==> config.mk <==
export PLATFORM = sky130hd
export DESIGN_NAME = mem_req_serializer
export DESIGN_NICKNAME = d
export VERILOG_FILES = /design/src/rtl/mem_req_serializer.sv
export SDC_FILE = /design/constraint.sdc
export NUM_CORES = 1
export LEC_CHECK = 0
export CAP_MARGIN = 10
export CORE_MARGIN = 5
export CORE_UTILIZATION = 45
export DETAILED_ROUTE_END_ITERATION = 8
export PLACE_DENSITY = 0.87
export SLEW_MARGIN = 20
export SYNTH_ARGS = -nofsm -noshare
export SYNTH_HDL_FRONTEND = slang
export SYNTH_SLANG_ARGS = --single-unit
==> constraint.sdc <==
create_clock -name clk -period 4.2 [get_ports clk]
set_input_delay 0.42 -clock clk [delete_from_list [all_inputs] [get_ports clk]]
set_output_delay 0.42 -clock clk [all_outputs]
set_load 0.05 [all_outputs]
==> src/rtl/mem_req_serializer.sv <==
// MEM-stage serializer: issues up to two load/store slots (slot0 first) over a req/gnt + rvalid bus,
// aligns load data, reports misalignment precisely and holds the pipeline until the bundle completes.
module mem_req_serializer #(
  parameter int ADDR_W     = 32,
  parameter int WAIT_LIMIT = 255
) (
  input  logic              clk,
  input  logic              rst_n,
  input  logic              pipe_stall,
  input  logic              flash,
  input  logic [1:0]        in_valid,
  input  logic [1:0]        in_we,
  input  logic [ADDR_W-1:0] in_addr0,
  input  logic [ADDR_W-1:0] in_addr1,
  input  logic [31:0]       in_wdata0,
  input  logic [31:0]       in_wdata1,
  input  logic [1:0]        in_size0,
  input  logic [1:0]        in_size1,
  input  logic              in_sext0,
  input  logic              in_sext1,
  output logic              bus_req,
  output logic              bus_we,
  output logic [ADDR_W-1:0] bus_addr,
  output logic [3:0]        bus_be,
  output logic [31:0]       bus_wdata,
  input  logic              bus_gnt,
  input  logic              bus_rvalid,
  input  logic [31:0]       bus_rdata,
  output logic              stall_req,
  output logic [1:0]        res_valid,
  output logic [31:0]       res_rdata0,
  output logic [31:0]       res_rdata1,
  output logic [1:0]        exc,
  output logic [ADDR_W-1:0] exc_bad_addr,
  output logic              bus_err
);

  // Handshake: bus_req stays high with stable fields until bus_gnt is sampled high on a rising
  // edge; for a granted load exactly one bus_rvalid follows at least one cycle later.
  localparam int CNT_W = (WAIT_LIMIT > 1) ? $clog2(WAIT_LIMIT) : 1;

  typedef enum logic [2:0] {IDLE, REQ, WAIT, DONE, DRAIN} state_t;

  state_t            state_q, state_d;
  logic              cur_q, cur_d;
  logic [CNT_W-1:0]  cnt_q, cnt_d;
  logic [1:0]        vld_q, vld_d;
  logic [1:0]        exc_q, exc_d;
  logic [31:0]       rd0_q, rd0_d, rd1_q, rd1_d;
  logic [ADDR_W-1:0] bad_q, bad_d;

  logic [ADDR_W-1:0] c_addr;
  logic [31:0]       c_wdata;
  logic [1:0]        c_size;
  logic              c_sext, c_we;
  logic [1:0]        a_lo;
  logic              mis0, mis1, timeout, slot_done;
  logic [31:0]       shifted, load_data, slot_data;

  function automatic logic misaligned(input logic [1:0] size, input logic [1:0] a);
    return ((size == 2'd1) && a[0]) || (size[1] && (a != 2'd0));
  endfunction

  assign c_addr  = cur_q ? in_addr1  : in_addr0;
  assign c_wdata = cur_q ? in_wdata1 : in_wdata0;
  assign c_size  = cur_q ? in_size1  : in_size0;
  assign c_sext  = cur_q ? in_sext1  : in_sext0;
  assign c_we    = cur_q ? in_we[1]  : in_we[0];
  assign a_lo    = c_addr[1:0];

  assign mis0    = misaligned(in_size0, in_addr0[1:0]);
  assign mis1    = misaligned(in_size1, in_addr1[1:0]);
  assign timeout = (WAIT_LIMIT != 0) && (cnt_q == CNT_W'(WAIT_LIMIT - 1));

  assign shifted = bus_rdata >> {a_lo, 3'b000};

  always_comb begin
    case (c_size)
      2'd0:    load_data = {{24{c_sext & shifted[7]}}, shifted[7:0]};
      2'd1:    load_data = {{16{c_sext & shifted[15]}}, shifted[15:0]};
      default: load_data = shifted;
    endcase
  end

  assign bus_req  = (state_q == REQ);
  assign bus_we   = c_we;
  assign bus_addr = c_addr;

  always_comb begin
    case (c_size)
      2'd0: begin
        bus_be    = 4'b0001 << a_lo;
        bus_wdata = {4{c_wdata[7:0]}};
      end
      2'd1: begin
        bus_be    = 4'b0011 << a_lo;
        bus_wdata = {2{c_wdata[15:0]}};
      end
      default: begin
        bus_be    = 4'hF;
        bus_wdata = c_wdata;
      end
    endcase
  end

  always_comb begin
    state_d   = state_q;
    cur_d     = cur_q;
    cnt_d     = '0;
    vld_d     = vld_q;
    exc_d     = exc_q;
    rd0_d     = rd0_q;
    rd1_d     = rd1_q;
    bad_d     = bad_q;
    stall_req = 1'b0;
    bus_err   = 1'b0;
    slot_done = 1'b0;
    slot_data = 32'h0;
    case (state_q)
      IDLE: begin
        stall_req = (|in_valid) & ~flash;
        if (stall_req) begin
          cur_d = ~in_valid[0];
          if (in_valid[0] ? mis0 : mis1) begin
            exc_d   = in_valid[0] ? 2'b01 : 2'b10;
            bad_d   = in_valid[0] ? in_addr0 : in_addr1;
            state_d = DONE;
          end else begin
            state_d = REQ;
          end
        end
      end
      REQ: begin
        stall_req = ~flash;
        if (bus_gnt) begin
          if (c_we) begin
            if (flash) state_d = IDLE;
            else       slot_done = 1'b1;
          end else begin
            state_d = flash ? DRAIN : WAIT;
          end
        end else if (flash) begin
          state_d = IDLE;
        end
      end
      WAIT: begin
        stall_req = ~flash;
        cnt_d     = cnt_q + CNT_W'(1);
        if (bus_rvalid || timeout) begin
          bus_err = ~bus_rvalid;
          if (flash) begin
            state_d = IDLE;
          end else begin
            slot_done = 1'b1;
            slot_data = bus_rvalid ? load_data : 32'h0;
          end
        end else if (flash) begin
          state_d = DRAIN;
        end
      end
      DONE: begin
        if (!pipe_stall) state_d = IDLE;
      end
      DRAIN: begin
        cnt_d = cnt_q + CNT_W'(1);
        if (bus_rvalid || timeout) begin
          bus_err = ~bus_rvalid;
          state_d = IDLE;
        end
      end
      default: state_d = IDLE;
    endcase

    // Completion of the current slot: record it, then move on to slot1 or finish.
    if (slot_done) begin
      vld_d[cur_q] = 1'b1;
      if (cur_q) rd1_d = slot_data;
      else       rd0_d = slot_data;
      if (!cur_q && in_valid[1]) begin
        cur_d = 1'b1;
        if (mis1) begin
          exc_d[1] = 1'b1;
          bad_d    = in_addr1;
          state_d  = DONE;
        end else begin
          state_d = REQ;
        end
      end else begin
        state_d = DONE;
      end
    end

    if (state_d == IDLE || state_d == DRAIN) begin
      vld_d = '0;
      exc_d = '0;
      rd0_d = '0;
      rd1_d = '0;
      bad_d = '0;
    end
  end

  always_ff @(posedge clk or negedge rst_n) begin
    if (!rst_n) begin
      state_q <= IDLE;
      cur_q   <= 1'b0;
      cnt_q   <= '0;
      vld_q   <= '0;
      exc_q   <= '0;
      rd0_q   <= '0;
      rd1_q   <= '0;
      bad_q   <= '0;
    end else begin
      state_q <= state_d;
      cur_q   <= cur_d;
      cnt_q   <= cnt_d;
      vld_q   <= vld_d;
      exc_q   <= exc_d;
      rd0_q   <= rd0_d;
      rd1_q   <= rd1_d;
      bad_q   <= bad_d;
    end
  end

  assign res_valid    = (state_q == DONE) ? vld_q : 2'b00;
  assign res_rdata0   = rd0_q;
  assign res_rdata1   = rd1_q;
  assign exc          = exc_q;
  assign exc_bad_addr = bad_q;

endmodule
==> reports/metrics.csv <==
stage,metric,value,unit
global_route,initial antenna violation count,4,
route,Post-DRT Antenna Nets,0,
route,Iter 0 DRT Violations,628,
logic_synthesis,Post-synth EDFFs,0,
worst_setup_path,Worst EP required,3.78,ns
layout,"commonest cells after routing, fill and taps aside","334 x clkdlybuf4s50_1, 134 x nand2_1, 111 x dfrtp_1",
logic_synthesis,"Primary FF master, synth",dfrtp_1,
placement,dpl ws,0.664,ns
worst_setup_path,reg2reg path depth,7,
cts,CTS max path bufs,2,
job,Max Cap Violations,0,
worst_setup_path,crit path DAT,3.13,ns
route,total wire length,28100,um
timing,period utilization,84.5,%
worst_hold_path,HP Class,input pin to async pin,
layout,Area Overhead vs Synth,53.8,%
route,DRC,0,
cts,Worst-path clk slew,0.07,ns
logic_synthesis,Post-Synth Adder-Cell Area,0.346,%
worst_setup_path,highest fanout seen on the critical path,11,
timing,Slew HR,39.3,%
logic_synthesis,Simple-Gate Fraction of Synth Area,17.5,%
timing,TNS Setup,0,ns
timing,clock skew,0.00655,ns
worst_setup_path,FF-to-FF End,res_rdata1[29],
timing,Slew @ Worst Pin,0.908,ns
logic_synthesis,syn_area_per_cell,8.97,um^2
layout,"leading cell type in the layout, fill and taps excluded",clkdlybuf4s50_1,
die,Starting Density,45.7,%
die,Die X,137,um
layout,fin nets,1291,
logic_synthesis,syn_nets,985,
cts,CTS tree,yes,
worst_setup_path,reg-to-reg startpoint,cur_q,
logic_synthesis,synth top area cells,"dfrtp_1 39%, mux2i_1 8.4%, nand2_1 7.0%",
global_route,vias in the first global route,7713,
route,drt wl/cell,21.0,um
global_route,total grt overflow,0,
worst_setup_path,critical path type,input pin to output port,
worst_setup_path,Critical Path Start Type,input pin,
logic_synthesis,post-synthesis compound-gate area fraction,22.5,%
die,row cnt,46,
cts,# hold bufs at CTS,0,
worst_setup_path,Worst R2R Setup Slack,0.82,ns
cts,post_cts resized,0,
pwr,Pleak,4.46,nW
timing,Min Hold Slack,0.0231,ns
global_route,gr usage total,29.3,%
global_route,largest net degree at the start of global routing,69,
timing,final max-slew violation count,0,
layout,share of layout cells above drive strength 1,9.75,%
outcome,status,completed,
cts,htree depth,3,
logic_synthesis,"flops & latches, synth",112,
placement,IO buf count,347,
cts,clock root cell,clkbuf_16,
cts,post-CTS setup buffers,0,
logic_synthesis,post-synthesis mux area share,14.7,%
die,full die area,18700,um^2
timing,Final WS setup,0.650,ns
logic_synthesis,Ys Warns,0,
pwr,Worst VDD drop,0.419,mV
timing,RSZ-0062 raised after global routing,false,
logic_synthesis,largest family of logic cells by synthesized area,compound AO/OA/AOI/OAI gates,
placement,DP Wirelength,21800,um
logic_synthesis,Mapped Cells,807,
pwr,total power,0.00665,W
route,vias,7670,
cts,CTS Sinks,112,
logic_synthesis,sequential fraction of the synthesis area,38.7,%
worst_setup_path,crit path capture type,output port,
die,area of the core,15800,um^2
logic_synthesis,Mapped Area,7240,um^2
die,io pins,348,
timing,Max Clock Freq,282,MHz
route,Via density,5.73,
logic_synthesis,top-area cell type share of the netlist area,38.7,%
logic_synthesis,async set-or-reset flop fraction in the synthesized netlist,100,%
route,router iterations before antenna repair,7,
placement,routability cong.,0.894,
logic_synthesis,library cells used by synthesis,67,
timing,final setup fails,0,
cts,Skew-Pair Late Insertion Delay,0.36,ns
cts,Num CTS Buffers,9,
global_route,first-pass GRT wire length,42500,um
layout,final core utilization,70.3,%
timing,final worst path period need,3.55,ns
pwr,power density cells,598,nW/um^2
logic_synthesis,"area leader, netlist",dfrtp_1,
timing,Final Hold Vio Count,0,
logic_synthesis,post-synthesis xor/xnor area fraction,0.726,%
die,Die H,137,um
## report_power, final
part           leakage (nW)  internal (W)  switching (W)  total (W)
registers              1.55       0.00124       0.000204    0.00145
logic                  2.78       0.00152        0.00285    0.00437
clock network         0.135      0.000422       0.000413   0.000835
total                  4.46       0.00318        0.00347    0.00665
## area by class of cell
class / count / area, um^2
tap: 216 / 270
fill: 1216 / 4700
clock buffer: 10 / 239
antenna: 4 / 10.0
clock inverter: 6 / 42.5
sequential: 112 / 2810
multi-input combinational: 613 / 4060
timing repair buffer: 363 / 3650
inverter: 14 / 52.6
## cells by family (layout without fill, tap and decap cells)
| kind of cell | after synthesis | after routing |
|---|---|---|
| compound gates | 234 | 234 |
| xor+xnor | 6 | 6 |
| fa+ha+maj | 2 | 2 |
| buf+inv | 82 | 393 |
| flops | 112 | 112 |
| mux | 100 | 100 |
| other cells | 0 | 4 |
| simple gates | 271 | 271 |
## through the flow
step	std cells	instance area, um^2
detailed placement	1318	10800
finish	1338	11100
floorplan	807	7240
global placement	1318	10800
CTS	1334	11100
global route	1338	11100
## Yosys cell counts, drive strengths merged, types with 2 or more instances
cell type  number
clkbuf         28
and2            6
nand4b          2
ha              2
xor2            5
dfrtp         112
and3            2
mux2i          62
nand3b          2
a31oi           2
nor2b           8
buf            40
nand2b         11
a211o           2
o31ai          10
o21ai          28
or3             2
o211ai         35
o2bb2ai        42
a211oi          3
a22o            2
mux2           38
a21o            2
nor3            2
nand4           2
o221ai          8
nand2         134
nand3          47
nor3b           3
a21oi          80
inv            14
nor4bb          2
a22oi           8
nor2           41
## how the worst max path moves through the flow
| stage | slack, ns | end | start |
|---|---|---|---|
| after floorplan | 1.20 | bus_be[1] | cur_q |
| after global placement | 0.73 | bus_wdata[26] | in_size0[1] |
| final | 0.65 | bus_wdata[28] | in_size0[1] |
| after global routing | 0.51 | bus_wdata[8] | cur_q |
| after CTS | 0.66 | bus_wdata[11] | cur_q |
| after detailed placement | 0.66 | bus_wdata[29] | in_size0[1] |
## routing by layer
layer / track usage [%] / vias to the layer above / routed length, um / part of all wire, %
met5: 0 / - / 0 / 0
met3: 6.32 / 72 / 1990 / 7.1
li1: - / 3548 / - / -
met1: 35.5 / 3691 / 10800 / 39
met4: 13.6 / 0 / 1240 / 4.4
met2: 49.9 / 359 / 14000 / 50
## sequential cells by signal, summed over array words and instances (netlist names)
| signal | cells |
|---|---|
| exc_bad_addr | 32 |
| res_rdata0 | 32 |
| res_rdata1 | 32 |
| cnt_q | 8 |
| state_q | 3 |
| exc | 2 |
| vld_q | 2 |
| cur_q | 1 |
## worst max-delay path, cell delays in order
cell,delay [ns]
clkdlybuf4s50_1,0.82
nor2b_1,0.70
a22oi_1,0.21
o221ai_1,0.12
clkdlybuf4s50_1,0.85
Power figures use the tool's default switching activity.
